==> config.mk <==
export PLATFORM = sky130hd
export DESIGN_NAME = multicycle_ctrl
export DESIGN_NICKNAME = d
export VERILOG_FILES = /design/src/rtl/ctrl_pkg.sv /design/src/rtl/alu_decoder.sv /design/src/rtl/multicycle_ctrl.sv
export SDC_FILE = /design/constraint.sdc
export NUM_CORES = 1
export LEC_CHECK = 0
export BUFFER_PORTS_ARGS = -buffer_cell sky130_fd_sc_hd__buf_2
export CAP_MARGIN = 20
export CORE_MARGIN = 2
export CORE_UTILIZATION = 49
export DETAILED_ROUTE_END_ITERATION = 8
export PLACE_DENSITY = 0.79
export SLEW_MARGIN = 30
export SYNTH_ARGS = -nofsm -noshare
export SYNTH_HDL_FRONTEND = slang
export SYNTH_SLANG_ARGS = --single-unit
export TNS_END_PERCENT = 1
==> constraint.sdc <==
create_clock -name clk -period 4.61 [get_ports clk]
set_input_delay 0.922 -clock clk [delete_from_list [all_inputs] [get_ports clk]]
set_output_delay 0.922 -clock clk [all_outputs]
set_load 0.05 [all_outputs]
==> src/rtl/ctrl_pkg.sv <==
// Shared encodings for the multicycle RV32 control unit: FSM states, opcodes,
// ALU operation codes and datapath mux selects.
package ctrl_pkg;

  typedef enum logic [3:0] {
    S_FETCH    = 4'd0,
    S_DECODE   = 4'd1,
    S_MEMADR   = 4'd2,
    S_MEMREAD  = 4'd3,
    S_MEMWRITE = 4'd4,
    S_MEMWB    = 4'd5,
    S_EXECR    = 4'd6,
    S_EXECI    = 4'd7,
    S_ALUWB    = 4'd8,
    S_BEQ      = 4'd9,
    S_JAL      = 4'd10,
    S_TRAP     = 4'd11
  } state_e;

  localparam logic [6:0] OP_LW  = 7'b0000011;
  localparam logic [6:0] OP_SW  = 7'b0100011;
  localparam logic [6:0] OP_R   = 7'b0110011;
  localparam logic [6:0] OP_I   = 7'b0010011;
  localparam logic [6:0] OP_BEQ = 7'b1100011;
  localparam logic [6:0] OP_JAL = 7'b1101111;

  localparam logic [2:0] F3_ADD = 3'b000;
  localparam logic [2:0] F3_OR  = 3'b110;
  localparam logic [2:0] F3_AND = 3'b111;

  typedef enum logic [1:0] {
    ALUOP_ADD   = 2'b00,
    ALUOP_SUB   = 2'b01,
    ALUOP_FUNCT = 2'b10
  } aluop_e;

  localparam logic [1:0] ALU_ADD = 2'b00;
  localparam logic [1:0] ALU_SUB = 2'b01;
  localparam logic [1:0] ALU_AND = 2'b10;
  localparam logic [1:0] ALU_OR  = 2'b11;

  localparam logic       ADR_PC     = 1'b0;
  localparam logic       ADR_RESULT = 1'b1;

  localparam logic [1:0] RES_ALUOUT    = 2'b00;
  localparam logic [1:0] RES_RDATA     = 2'b01;
  localparam logic [1:0] RES_ALURESULT = 2'b10;

  localparam logic [1:0] SRCA_PC    = 2'b00;
  localparam logic [1:0] SRCA_OLDPC = 2'b01;
  localparam logic [1:0] SRCA_RD1   = 2'b10;

  localparam logic [1:0] SRCB_RD2  = 2'b00;
  localparam logic [1:0] SRCB_IMM  = 2'b01;
  localparam logic [1:0] SRCB_FOUR = 2'b10;

  localparam logic [1:0] IMM_I = 2'b00;
  localparam logic [1:0] IMM_S = 2'b01;
  localparam logic [1:0] IMM_B = 2'b10;
  localparam logic [1:0] IMM_J = 2'b11;

  function automatic logic [1:0] imm_src_of(input logic [6:0] op);
    case (op)
      OP_SW:   return IMM_S;
      OP_BEQ:  return IMM_B;
      OP_JAL:  return IMM_J;
      default: return IMM_I;
    endcase
  endfunction

  function automatic logic f3_supported(input logic [2:0] funct3);
    return (funct3 == F3_ADD) || (funct3 == F3_OR) || (funct3 == F3_AND);
  endfunction

endpackage

==> src/rtl/alu_decoder.sv <==
// Maps the FSM's ALUOp plus instruction fields onto the simple_alu control code.
module alu_decoder
  import ctrl_pkg::*;
(
  input  aluop_e     alu_op,
  input  logic [2:0] funct3,
  input  logic       funct7b5,
  input  logic       op5,
  output logic [1:0] alu_control
);

  // NOTE: assign a default before the case so every path drives the output and no latch is inferred.
  always_comb begin
    alu_control = ALU_ADD;
    case (alu_op)
      ALUOP_SUB: alu_control = ALU_SUB;
      ALUOP_FUNCT: begin
        case (funct3)
          F3_ADD:  alu_control = (op5 & funct7b5) ? ALU_SUB : ALU_ADD;
          F3_AND:  alu_control = ALU_AND;
          F3_OR:   alu_control = ALU_OR;
          default: alu_control = ALU_ADD;
        endcase
      end
      default: alu_control = ALU_ADD;
    endcase
  end

endmodule

==> src/rtl/multicycle_ctrl.sv <==
// Multicycle RV32 control FSM: sequences fetch/decode/execute and drives the
// datapath enables, mux selects and ALU control.
module multicycle_ctrl
  import ctrl_pkg::*;
#(
  parameter state_e RESET_STATE = S_FETCH
) (
  input  logic       clk,
  input  logic       reset,
  input  logic [6:0] op,
  input  logic [2:0] funct3,
  input  logic       funct7b5,
  input  logic       zero,
  output logic       PCWrite,
  output logic       AdrSrc,
  output logic       MemWrite,
  output logic       IRWrite,
  output logic [1:0] ResultSrc,
  output logic [1:0] ALUSrcA,
  output logic [1:0] ALUSrcB,
  output logic       RegWrite,
  output logic [1:0] ImmSrc,
  output logic [1:0] ALUControl,
  output logic       illegal
);

  state_e state_q, state_d;
  state_e out_state;
  aluop_e alu_op;
  logic   pc_update;
  logic   branch;

  // NOTE: sequential state uses non-blocking assignment so all flops update together at the edge.
  always_ff @(posedge clk) begin
    if (reset) state_q <= RESET_STATE;
    else       state_q <= state_d;
  end

  always_comb begin
    state_d = state_q;
    case (state_q)
      S_FETCH: state_d = S_DECODE;
      S_DECODE: begin
        case (op)
          OP_LW, OP_SW: state_d = S_MEMADR;
          OP_R:         state_d = f3_supported(funct3) ? S_EXECR : S_TRAP;
          OP_I:         state_d = f3_supported(funct3) ? S_EXECI : S_TRAP;
          OP_BEQ:       state_d = (funct3 == F3_ADD) ? S_BEQ : S_TRAP;
          OP_JAL:       state_d = S_JAL;
          default:      state_d = S_TRAP;
        endcase
      end
      S_MEMADR:  state_d = op[5] ? S_MEMWRITE : S_MEMREAD;
      S_MEMREAD: state_d = S_MEMWB;
      S_EXECR, S_EXECI, S_JAL:               state_d = S_ALUWB;
      S_ALUWB, S_MEMWB, S_MEMWRITE, S_BEQ:   state_d = S_FETCH;
      S_TRAP:    state_d = S_TRAP;
      default:   state_d = S_FETCH;
    endcase
  end

  // A cycle with reset asserted already shows fetch controls, so nothing half-done is written back.
  assign out_state = reset ? S_FETCH : state_q;

  always_comb begin
    AdrSrc    = ADR_PC;
    MemWrite  = 1'b0;
    IRWrite   = 1'b0;
    ResultSrc = RES_ALUOUT;
    ALUSrcA   = SRCA_PC;
    ALUSrcB   = SRCB_RD2;
    RegWrite  = 1'b0;
    illegal   = 1'b0;
    alu_op    = ALUOP_ADD;
    pc_update = 1'b0;
    branch    = 1'b0;
    case (out_state)
      S_FETCH: begin
        IRWrite   = 1'b1;
        ALUSrcB   = SRCB_FOUR;
        ResultSrc = RES_ALURESULT;
        pc_update = 1'b1;
      end
      S_DECODE: begin
        ALUSrcA = SRCA_OLDPC;
        ALUSrcB = SRCB_IMM;
      end
      S_MEMADR: begin
        ALUSrcA = SRCA_RD1;
        ALUSrcB = SRCB_IMM;
      end
      S_MEMREAD:  AdrSrc = ADR_RESULT;
      S_MEMWRITE: begin
        AdrSrc   = ADR_RESULT;
        MemWrite = 1'b1;
      end
      S_MEMWB: begin
        ResultSrc = RES_RDATA;
        RegWrite  = 1'b1;
      end
      S_EXECR: begin
        ALUSrcA = SRCA_RD1;
        ALUSrcB = SRCB_RD2;
        alu_op  = ALUOP_FUNCT;
      end
      S_EXECI: begin
        ALUSrcA = SRCA_RD1;
        ALUSrcB = SRCB_IMM;
        alu_op  = ALUOP_FUNCT;
      end
      S_ALUWB: RegWrite = 1'b1;
      S_BEQ: begin
        ALUSrcA = SRCA_RD1;
        ALUSrcB = SRCB_RD2;
        alu_op  = ALUOP_SUB;
        branch  = 1'b1;
      end
      S_JAL: begin
        ALUSrcA   = SRCA_OLDPC;
        ALUSrcB   = SRCB_FOUR;
        pc_update = 1'b1;
      end
      S_TRAP:  illegal = 1'b1;
      default: ;
    endcase
  end

  assign PCWrite = pc_update | (branch & zero);
  assign ImmSrc  = imm_src_of(op);

  alu_decoder u_alu_decoder (
    .alu_op      (alu_op),
    .funct3      (funct3),
    .funct7b5    (funct7b5),
    .op5         (op[5]),
    .alu_control (ALUControl)
  );

endmodule

==> results.yml <==
clock_tree:
  postCtsSetupBuffers: 0
  clk_pin_slew_ps: 40
  cts_root_buffer: "clkbuf_4"
  cts_sinks: 4
  clk_latency_ps: 230
  postCtsResizedCells: 0
  cts_buffers: 3
  clockBufferDepth: 2
  htree_levels: 1
  cts_tree: "built"
  hold_buffers: 0
placement:
  dp_cells: 133
  dp_hpwl_mm: 1.14
  pre_cts_slack_ps: 1450
  gp_congestion: 0.807
  placed_area_um2: 762
  port_buffers: 29
hold_path:
  holdPathEnd: "state_q[3]"
  hold_start: "state_q[1]"
  hold_depth: 2
  min_path_type: "reg2reg"
critical_path:
  required_ps: 3690
  start_kind: "input pin"
  timing.rr.end: "state_q[2]"
  reg2regPathDepth: 4
  critPathLaunch: "reset"
  reg2reg_from: "state_q[0]"
  cp-end-kind: "output pin"
  cp_max_fo: 12
  worst-r2r-setup-slack_ps: 3070
  critPathArrivalTime_ps: 2240
  worstSetupPathType: "in2out"
logic_synthesis:
  synthCells: 97
  synth-edff-count: 0
  synthesis.area_um2: 678
  syn_nets: 113
  synth_flop_cell: "dfxtp_1"
  synth_cell_types: 36
  yosysSeqAreaShare: 0.118
  yosysWarningCount: 0
  syn_avg_cell_area_um2: 6.99
  ys_ff_latch: 4
  async_flop_share: 0
floorplan:
  die_area_um2: 1700
  fp.dieH_um: 41.2
  coreArea_um2: 1300
  start_util: 0.521
  fp-row-count: 13
  io_pins: 30
  die_x_um: 41.2
sta:
  hold_viol_final: 0
  relSlewSlack: 0.562
  drv_slew: 0
  fmax_mhz: 316
  worst_slew_pin_slew_ps: 657
  hold_ws_ps: 647
  final.min_clock_period_ps: 3160
  tns_ps: 0
  period_share: 0.686
  rsz0062_at_grt: "false"
  clock_skew_ps: 1.32
  setup_viol: 0
  fin_ws_ps: 1450
finish:
  diodes: 0
  regMostFlops: "state_q"
  fin_nets: 139
  fin_area_um2: 785
  drive_gt1_frac: 0.331
  fin_cells: 136
  largest_reg_flops: 4
  synthToLayoutAreaGrowth_pct: 15.7
  nFillCells: 135
  seq_area_um2: 80.1
  multiInputGateArea_um2: 499
  top_regs: "state_q x4"
routing:
  drc: 0
  ant_nets: 0
  vias_per_cell: 5.53
  dr.pass1.iters: 4
  vias: 752
  routed_wirelength_mm: 1.49
  wire_per_inst_um: 11.0
  drt-initial-drc-count: 18
global_route:
  antenna_found_initial: 0
  grt_usage: 0.189
  grt_max_degree: 19
  grt_pass1_wl_mm: 2.13
  grt_overflow: 0
  first_global_vias: 502
pwr:
  p_per_area_nw_per_um2: 280
  p_leak_nw: 0.377
  ir_drop_v: 0.000159
run:
  cap_violations: 0
status:
  outcome: "complete, no violations"
cell families (layout without fill, tap and decap cells):
| logic type | count (synthesis) | count (layout) | share of synthesized area |
|---|---|---|---|
| fa+ha+maj | 2 | 2 | 0.0369 |
| compound gates | 24 | 24 | 0.236 |
| flops | 4 | 4 | 0.118 |
| xor+xnor | 2 | 2 | 0.0258 |
| simple gates | 52 | 52 | 0.437 |
| buf+inv | 13 | 37 | 0.146 |
synth_stat cells, types with 2 or more instances:
library cell  number  area share
nor2_1            16       0.089
a21oi_1            9       0.066
nand2_1            8       0.044
nor3_1             8       0.059
inv_1              5       0.028
nand2b_1           5       0.046
dfxtp_1            4        0.12
and3_1             3       0.028
buf_4              3       0.033
clkbuf_8           3       0.061
o21ai_0            3       0.022
a21o_1             2       0.022
a31o_2             2       0.026
a31oi_1            2       0.018
and2b_1            2       0.022
ha_1               2       0.037
cells in the final DEF, fill, tap and decap left out, types with 3 or more instances in the layout:
cell type and instances:
nand2b_1 5, dfxtp_1 4, nand2_1 8, o21ai_0 3, inv_1 5, buf_2 29
nor2_1 16, clkbuf_4 3, a21oi_1 9, nor3_1 8, and3_1 3
layout make-up:
cell class,instances,share of cell area
multi-input cells,80,0.636
flip-flops and latches,4,0.102
clock buffers,3,0.0287
inverters,5,0.0239
repair buffers,29,0.185
well taps,15,0.0239
worst max path at each step:
stage          slack (ps)            end
6_report             1450  ALUControl[0]
5_1_grt              1320  ALUControl[0]
4_1_cts              1450  ALUControl[0]
3_5_place_dp         1450  ALUControl[0]
3_3_place_gp         1520  ALUControl[0]
2_1_floorplan         180     ALUSrcB[0]
routing by layer:
metal	vias up	part of all wire	routed length, µm	global-route usage
met3	0	0.058	86	0.0326
met4	0	0	0	0.0726
li1	393	-	-	-
met2	29	0.46	688	0.262
met1	330	0.48	716	0.281
met5	-	0	0	0
critical path: stages:
cell and delay (ps):
buf_2 170, nor2_1 130, nand2_1 80, nor2_1 230, inv_1 70, ha_1 210
a31oi_1 170, nor2_1 50, buf_2 200
through the flow:
step	power (mW)	utilization
6_report	0.220	0.603
5_1_grt	0.236	0.603
4_1_cts	0.221	0.603
3_5_place_dp	0.177	0.586
3_3_place_gp	0.175	0.586
2_1_floorplan	0.161	-
report_power, final:
part	leakage (nW)	switching [mW]	internal, mW
logic	0.330	0.0791	0.0393
registers	0.0330	0.0188	0.0396
clock network	0.0138	0.0139	0.0291
Note: power is estimated with default switching activity, not from simulation.
